`src/rtl/conv_encoder_framed.sv`:
```
// Framed rate-1/2 K=4 convolutional encoder (g1=1111, g0=1101), MSB first, 3-bit zero tail per frame.
// Latency: first coded pair 1 cycle after the accepting edge; ready_o only in IDLE/WAIT or at bit 0 when more bytes are due.
module conv_encoder_framed #(
   parameter int FRAME_LEN = 2
) (
   input  logic       clk,
   input  logic       rst,
   input  logic [7:0] data_i,
   input  logic       valid_i,
   output logic       ready_o,
   output logic [1:0] d_out,
   output logic       valid_o,
   output logic       frame_start_o,
   output logic       busy_o
);

   typedef enum logic [1:0] {IDLE, DATA, WAIT, TAIL} state_t;

   localparam logic [7:0] LAST = 8'(FRAME_LEN - 1);

   state_t     state, state_nxt;
   logic [2:0] s, s_nxt;
   logic [2:0] idx, idx_nxt;
   logic [7:0] cnt, cnt_nxt;
   logic [7:0] byte_q, byte_nxt;
   logic [1:0] d_nxt;
   logic       valid_nxt, fs_nxt;
   logic       rdy, take, u, code_en;

   assign rdy     = (state == IDLE) || (state == WAIT) ||
                    ((state == DATA) && (idx == 3'd0) && (cnt < LAST));
   assign ready_o = rdy & rst;
   assign take    = valid_i & ready_o;
   assign busy_o  = (state != IDLE);

   always_ff @(posedge clk or negedge rst) begin
      if (!rst) begin
         state         <= IDLE;
         s             <= 3'b000;
         idx           <= 3'd7;
         cnt           <= 8'd0;
         byte_q        <= 8'd0;
         d_out         <= 2'b00;
         valid_o       <= 1'b0;
         frame_start_o <= 1'b0;
      end else begin
         state         <= state_nxt;
         s             <= s_nxt;
         idx           <= idx_nxt;
         cnt           <= cnt_nxt;
         byte_q        <= byte_nxt;
         d_out         <= d_nxt;
         valid_o       <= valid_nxt;
         frame_start_o <= fs_nxt;
      end
   end

   always_comb begin
      state_nxt = state;
      s_nxt     = s;
      idx_nxt   = idx;
      cnt_nxt   = cnt;
      byte_nxt  = byte_q;
      d_nxt     = 2'b00;
      valid_nxt = 1'b0;
      fs_nxt    = 1'b0;
      u         = 1'b0;
      code_en   = 1'b0;

      case (state)
         IDLE: begin
            s_nxt = 3'b000;
            if (take) begin
               byte_nxt  = data_i;
               idx_nxt   = 3'd7;
               cnt_nxt   = 8'd0;
               state_nxt = DATA;
            end
         end
         DATA: begin
            u       = byte_q[idx];
            code_en = 1'b1;
            fs_nxt  = (idx == 3'd7) && (cnt == 8'd0);
            idx_nxt = idx - 3'd1;
            if (idx == 3'd0) begin
               if (cnt == LAST) begin
                  idx_nxt   = 3'd2;
                  state_nxt = TAIL;
               end else if (take) begin
                  // next byte follows on the very next cycle, no gap
                  byte_nxt = data_i;
                  idx_nxt  = 3'd7;
                  cnt_nxt  = cnt + 8'd1;
               end else begin
                  idx_nxt   = 3'd7;
                  state_nxt = WAIT;
               end
            end
         end
         WAIT: begin
            if (take) begin
               byte_nxt  = data_i;
               idx_nxt   = 3'd7;
               cnt_nxt   = cnt + 8'd1;
               state_nxt = DATA;
            end
         end
         TAIL: begin
            code_en = 1'b1;
            idx_nxt = idx - 3'd1;
            if (idx == 3'd0) begin
               idx_nxt   = 3'd7;
               cnt_nxt   = 8'd0;
               state_nxt = IDLE;
            end
         end
         default: state_nxt = IDLE;
      endcase

      // three zero shifts in TAIL leave the register at 000
      if (code_en) begin
         d_nxt     = {u ^ s[0] ^ s[1] ^ s[2], u ^ s[0] ^ s[2]};
         valid_nxt = 1'b1;
         s_nxt     = {s[1:0], u};
      end
   end

endmodule
```
`config.mk`:
```
export PLATFORM = sky130hd
export DESIGN_NAME = conv_encoder_framed
export DESIGN_NICKNAME = d
export VERILOG_FILES = /design/src/rtl/conv_encoder_framed.sv
export SDC_FILE = /design/constraint.sdc
export NUM_CORES = 1
export LEC_CHECK = 0
export CORE_MARGIN = 2
export CORE_UTILIZATION = 55
export DETAILED_ROUTE_END_ITERATION = 8
export PLACE_DENSITY = 0.84
export REMOVE_ABC_BUFFERS = 1
export SYNTH_ARGS = -nofsm -noshare
export SYNTH_HDL_FRONTEND = slang
export SYNTH_SLANG_ARGS = --single-unit
```
`constraint.sdc`:
```
create_clock -name clk -period 6.21 [get_ports clk]
set_clock_uncertainty 0.15 [all_clocks]
set_input_delay 0.621 -clock clk [delete_from_list [all_inputs] [get_ports clk]]
set_output_delay 0.621 -clock clk [all_outputs]
set_load 0.05 [all_outputs]
```
# Yosys cells after proc, flatten, opt, wreduce, memory -nomap -nowiden
# Index checks and enable logic that the tools add are counted.
# word_totals
register_bits,28
in_bits,11
out_inout_bits,6
wordCells,75
# op_classes
addsub,2
magnitude_cmp,2
n_eq_ne,11
mux,30
bitwise,6
reduce_logical,16
# ops
cell,n
2-to-1 mux 8 bit,8
one-hot mux 8 bit (4 select lines),1
2-to-1 mux 3 bit,6
one-hot mux 8 bit (2 select lines),1
2-to-1 mux 2 bit,6
one-hot mux 3 bit (3 select lines),1
"adder 8 x 1 -> 8 bit, second input constant",1
"== test 8 x 1 -> 1 bit, second input constant",1
logical NOT 8 bit,1
"< comparator 8 x 1 -> 1 bit, second input constant",1
AND reduction 4 bit,2
"!= test 2 bit, second input constant",3
one-hot mux 2 bit (3 select lines),1
nonzero test 2 bit,3
2-to-1 mux 1 bit,5
"== test 2 bit, second input constant",2
"< comparator 3 x 4 -> 1 bit, second input constant",1
"!= test 2 x 1 -> 1 bit, second input constant",2
OR reduction 2 bit,2
bitwise XOR 1 bit,4
binary-select mux 1 bit (select 3 bit),1
"== test 3 bit, second input constant",1
logical AND 1 bit,3
logical NOT 3 bit,1
7 further kinds,9

# Depth between registers and ports, before layout
# Gate-level depths: netlist of run 1.
# logic_depth
depth_word,10
depth_mapped,8
depth_no_buf,7

# Worst setup path before layout of run 1
# Ideal clock, no wire load.
# synth_path
path_kind,register -> output
start,register idx[0]
end,output ready_o
arrival_time_ns,1.593
t_required_ns,5.439
path_slack_ns,3.846
stages_incl_launch_ff,7
path_buffers,1
cell_sequence,dfstp_2 inv_1 ha_1 nand2b_1 clkbuf_1 o21ai_0 and2_1
# synth_between
elab_chain_len,5
# synth_lines
item,line_no,source
start: declaration,23,"logic [2:0] idx, idx_nxt;"
start signal: assignment,49,idx <= idx_nxt;
logical NOT 3 bit,31,((state == DATA) && (idx == 3'd0) && (cnt < LAST));
logical AND 1 bit (2 in series),31,
logical OR 1 bit,30,assign rdy = (state == IDLE) || (state == WAIT) ||
bitwise AND 1 bit,32,assign ready_o = rdy & rst;
end: declaration,10,"output logic ready_o,"
# No other way between the ends.

# Worst setup path after layout of run 1
# layout_path
start,register cnt[2]
end,output ready_o
# layout_between
elab_chain_len,4
# layout_lines
item,line_no,source
start: declaration,24,"logic [7:0] cnt, cnt_nxt;"
start signal: assignment,50,cnt <= cnt_nxt;
< comparator 8 x 1 -> 1 bit,31,
logical AND 1 bit,31,
logical OR 1 bit,30,
bitwise AND 1 bit,32,
# No other way between the ends.

==> reports/qor.csv, run 1 <==
stage;metric;value;unit
status;run_status;completed;
min_path;holdPathStages;1;
grt;grt_pass1_vias;1372;
finish;nNetsFinal;215;
clock_network;cts.root.buffer_cell;clkbuf_4;
pwr;p_int;0.550;mW
synth;synth_area;1710;µm²
pwr;p_leak;0.856;nW
floorplan;die_w;59.7;µm
synth;seq_area_frac_synth;0.412;
finish;drive_gt1_frac;0.147;
finish;syn2layout_area_growth;14.4;%
clock_network;clk_pin_slew;150;ps
clock_network;htreeDepth;1;
clock_network;cts_resized;0;
worst_setup_path;cp_max_fo;7;
floorplan;dieArea;3570;µm²
synth;netlist_top_cells_area;dfrtp_1, ha_1, nand2_1;
floorplan;fp.dieH;59.7;µm
synth;synth-edff-count;0;
run;drv_cap;0;
synth;synth_top_cell_by_area;dfrtp_1;
placed_design;port_buffers;16;
route;dr.pass1.iters;4;
pwr;max-vdd-ir-drop;0.000269;V
floorplan;num_io_pins;17;
route;antenna_left;0;
synth;yosysTopAreaCellShare;0.366;
synth;synthCells;174;
worst_setup_path;crit_type;register to output port;
min_path;min_to;byte_q[3]$_DFFE_PN0P_;
sta;setup_violations;0;
route;routed_wl;3.45;mm
worst_setup_path;cp_data_arrival_time;2620;ps
worst_setup_path;crit_required;5440;ps
pwr;p_comb_frac;0.560;
floorplan;core;3000;µm²
finish;fillers;233;
sta;worst_slew_pin_slew;552;ps
sta;period_minus_slack;3390;ps
sta;period_share;0.546;
clock_network;post_cts_buffers;0;
sta;slew_violations;0;
finish;antenna_cells;0;
route;viasPerCell;6.25;
sta;hold_viol;0;
clock_network;cts-buffers-inserted;3;
pwr;pwr-share-seq;0.320;
sta;fin_tns_setup;0;ps
synth;synth-seq-cells;28;
clock_network;holdBufCountCts;0;
grt;track_usage;0.221;
placed_design;dp_hpwl;2.62;mm
pwr;swShare;0.444;
floorplan;start_util;0.569;
sta;rsz0062_at_grt;false;
synth;synth_ff_type;dfrtp_1;
finish;finalCoreUtilization;0.651;
placed_design;finalWeightedCongestion;0.840;
worst_setup_path;reg2reg_to;state[1]$_DFFE_PN0P_;
worst_setup_path;rr_worst_depth;7;
grt;grt_antenna_before_repair;0;
synth;synth_cell_types;45;
route;num_vias;1401;
sta;relSlewSlack;0.630;
grt;grt_pass1_wl;6.01;mm
worst_setup_path;worstSetupStartpointType;register;
synth;yosysWarnings;0;
pwr;power_density;506;nW/µm²
worst_setup_path;end_kind;output port;
clock_network;clkLatencyLatePin;330;ps
synth;synthArstFlopShare;1.00;
clock_network;cts_buffer_depth;2;
worst_setup_path;worstReg2RegStart;state[0]$_DFFE_PN0P_;
synth;syn_area_per_cell;9.82;µm²
worst_setup_path;reg2reg_slack;3720;ps
floorplan;num_rows;20;
route;drtIter0Drc;64;
pwr;clkPwrFrac;0.120;
grt;grt_max_degree;34;
placed_design;place_ws;3000;ps
sta;finalWorstSetupSlack;2820;ps
sta;clock.fmax;0.295;GHz
clock_network;cts.sinks;28;
min_path;min_path_type;register to register;
clock_network;cts_tree;yes;
min_path;hp-start;byte_q[3]$_DFFE_PN0P_;
grt;overflow;0;
pwr;power_switching;0.439;mW
pwr;total_power;0.989;mW
route;wl_per_cell;15.4;µm
route;drc;0;
## flip-flops by register name, indices dropped and copies added, names as in the netlist
register,flops
byte_q,8
cnt,8
d_out,2
frame_start_o,1
idx,3
s,3
state,2
valid_o,1
## layer usage
layer / GRT usage / up-vias / part of all wire / wire length (µm)
met4: 0.0921 / 0 / 0.016 / 55
met5: 0 / - / 0 / 0
met1: 0.291 / 670 / 0.44 / 1510
met3: 0.0390 / 7 / 0.058 / 200
met2: 0.359 / 56 / 0.49 / 1690
li1: - / 668 / - / -
## worst max path at each step
stage                         end  slack, ps  cells after the start          startpoint
after CTS                 ready_o       2820                      5  cnt[2]$_DFFE_PN0P_
after detailed placement  ready_o       3000                      4                 rst
after global placement    ready_o       3000                      4                 rst
final                     ready_o       2820                      5  cnt[2]$_DFFE_PN0P_
after floorplan           ready_o       3870                      4  cnt[2]$_DFFE_PN0P_
after global routing      ready_o       2640                      5  cnt[2]$_DFFE_PN0P_
## Yosys cell counts (2+ instances only)
cell / n
a21o_1: 2
a21oi_1: 6
and2_1: 2
clkbuf_1: 4
dfrtp_1: 25
dfstp_2: 3
ha_1: 12
inv_1: 8
mux2_2: 7
mux2_4: 2
mux4_2: 2
nand2_1: 22
nand3_1: 12
nand4_1: 2
nor2_1: 9
nor2b_1: 3
nor3_1: 3
o211ai_1: 4
o21a_1: 5
o21ai_0: 12
o22ai_1: 2
or2_2: 2
or3_1: 2
xnor2_1: 2
## stage by stage
| step | instances | hold WS, ps | instance area (µm²) |
|---|---|---|---|
| 2_1_floorplan | 170 | 175 | 1690 |
| 5_1_grt | 224 | 393 | 1950 |
| 3_5_place_dp | 220 | 344 | 1900 |
| 3_3_place_gp | 220 | 334 | 1900 |
| 4_1_cts | 224 | 380 | 1950 |
| 6_report | 224 | 377 | 1950 |
## power by group through the flow
stage	Clock (mW)	Sequential, mW	Combinational [mW]
after floorplan	0	0.333	0.385
after global placement	0	0.310	0.526
after detailed placement	0	0.318	0.547
after CTS	0.121	0.313	0.550
after global routing	0.127	0.323	0.610
final	0.119	0.316	0.554
## final cells by class
| class | instances | area (µm²) | share of cell area |
|---|---|---|---|
| well taps | 33 | 41.3 | 0.0211 |
| clock buffers | 3 | 22.5 | 0.0115 |
| flip-flops and latches | 28 | 704 | 0.360 |
| inverters | 8 | 30.0 | 0.0154 |
| multi-input cells | 134 | 958 | 0.490 |
| repair buffers | 17 | 168 | 0.0858 |
| clock inverters | 1 | 30.0 | 0.0154 |
## cells by family after synthesis
kind of cell               after synthesis  share of synthesized area
DFF                                     28                      0.412
xor gates and xnor gates                 2                     0.0103
AOI/OAI and AO/OA                       43                      0.169
and+or+nand+nor                         66                      0.204
buffers and inverters                   12                     0.0264
adders and majority gates               12                     0.0879
muxes                                   11                     0.0901
## worst max-delay path: stages, from the launching register on
cell and delay [ps]:
dfrtp_1 490, nor4_4 460, nand4_2 220, o21ai_0 180, and2_1 140, clkdlybuf4s50_1 800
## cells in the final DEF, fill, tap and decap left out, types with 3 or more instances in the layout
cell type / n
a21oi_1: 6
clkbuf_4: 3
clkdlybuf4s50_1: 16
dfrtp_1: 25
dfstp_2: 3
ha_1: 12
inv_1: 8
mux2_2: 7
nand2_1: 22
nand3_1: 12
nor2_1: 9
nor2b_1: 3
nor3_1: 3
o211ai_1: 4
o21a_1: 5
o21ai_0: 12
(Power assumes the default switching activity.)
==> inputs of run 2 (changes only) <==
- clock period: 6.21 -> 3.2 ns (I/O delays scaled with it)
==> reports/qor.csv, run 2 (same netlist as run 1, synthesis figures left out) <==
stage;metric;value;unit;change
floorplan;dieArea;3570;µm²;unchanged
clock_network;cts.sinks;28;;unchanged
worst_setup_path;cp_data_arrival_time;2100;ps;-520 ps
route;antenna_left;0;;unchanged
floorplan;core;3000;µm²;unchanged
clock_network;cts_tree;yes;;
sta;setup_violations;0;;unchanged
floorplan;fp.dieH;59.7;µm;unchanged
worst_setup_path;cp_max_fo;8;;+1
route;num_vias;1391;;-0.71%
finish;drive_gt1_frac;0.156;;+0.00965
route;dr.pass1.iters;5;;+1
pwr;swShare;0.444;;about the same
route;viasPerCell;6.18;;-1.2%
route;drc;0;;unchanged
grt;overflow;0;;unchanged
sta;worst_slew_pin_slew;559;ps;+7.48 ps
pwr;p_comb_frac;0.562;;+0.002
finish;top_regs;byte_q (8), cnt (8);;
grt;grt_pass1_vias;1304;;-5.0%
grt;grt_pass1_wl;6.04;mm;+0.58%
clock_network;cts-buffers-inserted;3;;unchanged
finish;syn2layout_area_growth;15.5;%;
route;drtIter0Drc;70;;+9.4%
sta;slew_violations;0;;unchanged
sta;fin_tns_setup;0;ps;unchanged
status;run_status;completed;;
floorplan;num_rows;20;;unchanged
run;drv_cap;0;;unchanged
worst_setup_path;crit_required;2730;ps;-2710 ps
placed_design;dp_hpwl;2.74;mm;+4.7%
worst_setup_path;reg2reg_to;byte_q[2]$_DFFE_PN0P_;;
clock_network;cts_resized;0;;unchanged
clock_network;htreeDepth;1;;unchanged
clock_network;post_cts_buffers;0;;unchanged
worst_setup_path;worstReg2RegStart;cnt[2]$_DFFE_PN0P_;;
min_path;min_path_type;input pin to async pin;;
worst_setup_path;rr_worst_depth;5;;-2
route;routed_wl;3.60;mm;+4.1%
finish;final_cell_mix;dfrtp_1, nand2_1, clkdlybuf4s50_1;;
worst_setup_path;worstSetupStartpointType;register;;
sta;clock.fmax;0.389;GHz;
pwr;power_density;982;nW/µm²;+94%
clock_network;cts.root.buffer_cell;clkbuf_4;;
pwr;power_switching;0.859;mW;+96%
clock_network;cts_buffer_depth;2;;unchanged
finish;nNetsFinal;216;;+0.47%
pwr;pwr-share-seq;0.316;;-0.004
finish;final_common_cell;dfrtp_1;;
clock_network;holdBufCountCts;0;;unchanged
placed_design;port_buffers;16;;unchanged
pwr;max-vdd-ir-drop;0.000500;V;+86%
sta;rsz0062_at_grt;false;;
clock_network;clkLatencyLatePin;340;ps;about the same
worst_setup_path;end_kind;output port;;
grt;grt_antenna_before_repair;0;;unchanged
clock_network;clk_pin_slew;150;ps;about the same
sta;hold_viol;0;;unchanged
pwr;p_int;1.08;mW;+96%
sta;relSlewSlack;0.625;;-0.00502
worst_setup_path;reg2reg_slack;710;ps;-3010 ps
placed_design;finalWeightedCongestion;0.941;;+12%
route;wl_per_cell;16.0;µm;+3.7%
pwr;p_leak;0.866;nW;+1.2%
worst_setup_path;crit_type;register to output port;;
sta;period_share;0.804;;
floorplan;num_io_pins;17;;unchanged
finish;antenna_cells;0;;unchanged
sta;period_minus_slack;2570;ps;
grt;track_usage;0.227;;+0.00656
floorplan;die_w;59.7;µm;unchanged
pwr;total_power;1.94;mW;+96%
pwr;clkPwrFrac;0.123;;+0.003
grt;grt_max_degree;21;;-38%
floorplan;start_util;0.569;;unchanged
run 2: cell types whose count changed in the layout (fill, tap and decap cells not counted), sizes merged:
cell           delta
clkdlybuf4s50     -1
buf               +2
run 2: worst max-delay path, stage by stage, from the launching register on:
cell      delay (ps)
dfstp_2          650
inv_1             80
ha_1             250
nand2b_1         270
o21ai_0          140
and2_1           210
buf_12           150
run 2: worst max path at each step:
stage / from / to / slack (ps) / cells past startpoint
after detailed placement: rst / cnt[7]$_DFFE_PN0P_ / 670 / 7
after floorplan: cnt[2]$_DFFE_PN0P_ / byte_q[2]$_DFFE_PN0P_ / 1050 / 5
after global placement: rst / cnt[7]$_DFFE_PN0P_ / 700 / 7
after CTS: idx[0]$_DFFE_PN1P_ / ready_o / 630 / 6
after global routing: cnt[2]$_DFFE_PN0P_ / ready_o / 470 / 5
final: idx[0]$_DFFE_PN1P_ / ready_o / 630 / 6
run 2: cell type report:
type,count,area (µm²)
multi-input cells,134,958
fillers,236,1030
flip-flops and latches,28,704
well taps,33,41.3
inverters,8,30.0
clock buffers,3,22.5
repair buffers,18,185
clock inverters,1,30.0
run 2: power by group through the flow:
stage	Clock, mW	Combinational (mW)	Sequential (mW)
final	0.238	1.09	0.611
after global placement	0	1.05	0.608
after CTS	0.244	1.08	0.610
after detailed placement	0	1.07	0.619
after global routing	0.256	1.19	0.630
after floorplan	0	0.748	0.647
run 2: stage by stage:
stage | setup slack (ps) | utilization | cells | area, µm² | hold slack (ps)
after floorplan | 1050 | - | 170 | 1690 | -126
after global placement | 700 | 0.639 | 221 | 1920 | 335
after detailed placement | 670 | 0.639 | 221 | 1920 | 348
after CTS | 631 | 0.657 | 225 | 1970 | 151
after global routing | 472 | 0.657 | 225 | 1970 | 146
final | 628 | 0.657 | 225 | 1970 | 155
run 2: layer usage:
| metal | share of wire | vias to the layer above | global-route usage |
|---|---|---|---|
| met5 | 0 | - | 0 |
| met4 | 0.014 | 0 | 0.0825 |
| met3 | 0.045 | 5 | 0.0281 |
| met2 | 0.49 | 32 | 0.362 |
| met1 | 0.45 | 688 | 0.318 |
| li1 | - | 666 | - |
==> inputs of run 3 (changes only) <==
- clock period: 3.2 -> 2.5 ns (I/O delays scaled with it)
==> reports/qor.csv, run 3 (same netlist as run 1, synthesis figures left out) <==
stage;metric;value;unit;change
finish;fin_area;2040;µm²;+3.5%
finish;top_regs;byte_q (8), cnt (8);;
route;dr.pass1.iters;4;;-1
worst_setup_path;crit_type;register to register;;
clock_network;cts_buffer_depth;2;;unchanged
placed_design;dp_hpwl;2.74;mm;about the same
grt;grt_pass1_wl;6.43;mm;+6.4%
clock_network;cts-buffers-inserted;3;;unchanged
route;drc;0;;unchanged
finish;stdcell_count;229;;+1.8%
finish;antenna_cells;0;;unchanged
floorplan;core;3000;µm²;unchanged
floorplan;dieArea;3570;µm²;unchanged
grt;grt_antenna_before_repair;0;;unchanged
worst_setup_path;cp_max_fo;6;;-2
sta;rsz0062_at_grt;true;;
worst_setup_path;rr_worst_depth;7;;+2
grt;grt_max_degree;23;;+9.5%
floorplan;num_io_pins;17;;unchanged
worst_setup_path;reg2reg_slack;130;ps;-580 ps
worst_setup_path;worstReg2RegStart;state[0]$_DFFE_PN0P_;;
status;run_status;completed;;
finish;drive_gt1_frac;0.209;;+0.0529
clock_network;cts.root.buffer_cell;clkbuf_4;;
finish;finalCoreUtilization;0.680;;+0.0229
placed_design;port_buffers;16;;unchanged
worst_setup_path;end_kind;register;;
grt;track_usage;0.238;;+0.0102
pwr;total_power;2.58;mW;+33%
sta;period_minus_slack;2370;ps;
run;drv_cap;0;;unchanged
worst_setup_path;cp_top_family;flip-flops;;
worst_setup_path;reg2reg_to;state[1]$_DFFE_PN0P_;;
finish;fillers;212;;-10%
finish;syn2layout_area_growth;19.5;%;
route;routed_wl;3.75;mm;+4.2%
placed_design;finalWeightedCongestion;1.02;;+8.2%
sta;worst_slew_pin_slew;500;ps;-59.2 ps
sta;period_share;0.950;;
placed_design;placed_cells;224;;+1.4%
worst_setup_path;cp_data_arrival_time;2460;ps;+360 ps
finish;final_cell_mix;dfrtp_1, nand2_1, clkdlybuf4s50_1;;
sta;hold-worst-slack;149;ps;-6.01 ps
clock_network;clkLatencyLatePin;340;ps;about the same
pwr;p_leak;0.905;nW;+4.4%
finish;nNetsFinal;220;;+1.9%
worst_setup_path;crit_path_top_delay_cell;dfrtp_2;;
worst_setup_path;crit_required;2590;ps;-140 ps
route;drtIter0Drc;101;;+44%
route;wl_per_cell;16.4;µm;+2.4%
route;num_vias;1471;;+5.8%
placed_design;placed_area;1940;µm²;+1.2%
grt;overflow;0;;unchanged
sta;hold_viol;0;;unchanged
min_path;min_path_type;input pin to async pin;;
sta;clock.fmax;0.421;GHz;
finish;final_common_cell;dfrtp_1;;
route;viasPerCell;6.42;;+3.9%
pwr;max-vdd-ir-drop;0.000686;V;+37%
clock_network;holdBufCountCts;0;;unchanged
sta;slew_violations;0;;unchanged
floorplan;num_rows;20;;unchanged
grt;grt_pass1_vias;1382;;+6.0%
pwr;power_density;1260;nW/µm²;+29%
clock_network;cts_tree;yes;;
floorplan;start_util;0.569;;unchanged
clock_network;cts.sinks;28;;unchanged
worst_setup_path;max_stage_delay;480;ps;-170 ps
clock_network;htreeDepth;1;;unchanged
worst_setup_path;crit_buf_inv;1;;-1
sta;setup_violations;0;;unchanged
worst_setup_path;worstPathCellList;inv_1, ha_1, or2_2, nand2_1, o21ai_0, a211oi_1, mux2_2;;
worst_setup_path;worstSetupStartpointType;register;;
clock_network;clk_pin_slew;160;ps;about the same
route;antenna_left;0;;unchanged
sta;relSlewSlack;0.666;;+0.0412
floorplan;die_w;59.7;µm;unchanged
floorplan;fp.dieH;59.7;µm;unchanged
run 3: changes by cell type in the layout (fill, tap and decap cells not counted), sizes merged:
cell	delta
clkdlybuf4s50	-1
buf	+4
dlymetal6s2s	+1
run 3: how the worst max path moves through the flow:
stage | startpoint | to | slack (ps) | cells after the start
final | state[0]$_DFFE_PN0P_ | state[1]$_DFFE_PN0P_ | 130 | 7
after global routing | state[1]$_DFFE_PN0P_ | cnt[7]$_DFFE_PN0P_ | -7 | 7
after CTS | state[0]$_DFFE_PN0P_ | busy_o | 20 | 4
after detailed placement | idx[0]$_DFFE_PN1P_ | cnt[0]$_DFFE_PN0P_ | 100 | 7
after global placement | cnt[1]$_DFFE_PN0P_ | state[1]$_DFFE_PN0P_ | 240 | 7
after floorplan | cnt[2]$_DFFE_PN0P_ | byte_q[2]$_DFFE_PN0P_ | 350 | 5
run 3: area by class of cell:
cell class,instances,area (µm²),area share
multi-input combinational,134,993,0.487
inverter,8,30.0,0.0147
sequential,28,706,0.346
timing repair buffer,22,218,0.107
clock buffer,3,22.5,0.0110
tap,33,41.3,0.0202
clock inverter,1,30.0,0.0147
run 3: routing by layer:
| metal | track usage | vias to the layer above | wire (µm) |
|---|---|---|---|
| met4 | 0.111 | 0 | 63 |
| met3 | 0.0390 | 7 | 199 |
| met2 | 0.366 | 52 | 1860 |
| met1 | 0.326 | 735 | 1630 |
| li1 | - | 677 | - |
| met5 | 0 | - | 0 |
run 3: where the power goes:
part	switching [mW]	total, mW	internal, mW	leakage [nW]
Combinational	0.857	1.50	0.639	0.519
Sequential	0.149	0.779	0.630	0.358
Clock	0.139	0.301	0.162	0.0279
Total	1.15	2.58	1.43	0.905
run 3: repair_timing:
action,4_1_cts,5_1_grt
endpoints found under the setup margin,0,11
endpoints found under the hold margin,0,0
resized for setup,0,11
setup buffers,0,1
run 3: per-stage QoR:
step	setup WS, ps	TNS (ps)
2_1_floorplan	353	0
3_3_place_gp	244	0
3_5_place_dp	98.1	0
4_1_cts	19.4	0
5_1_grt	-7.32	-7.32
6_report	125	0
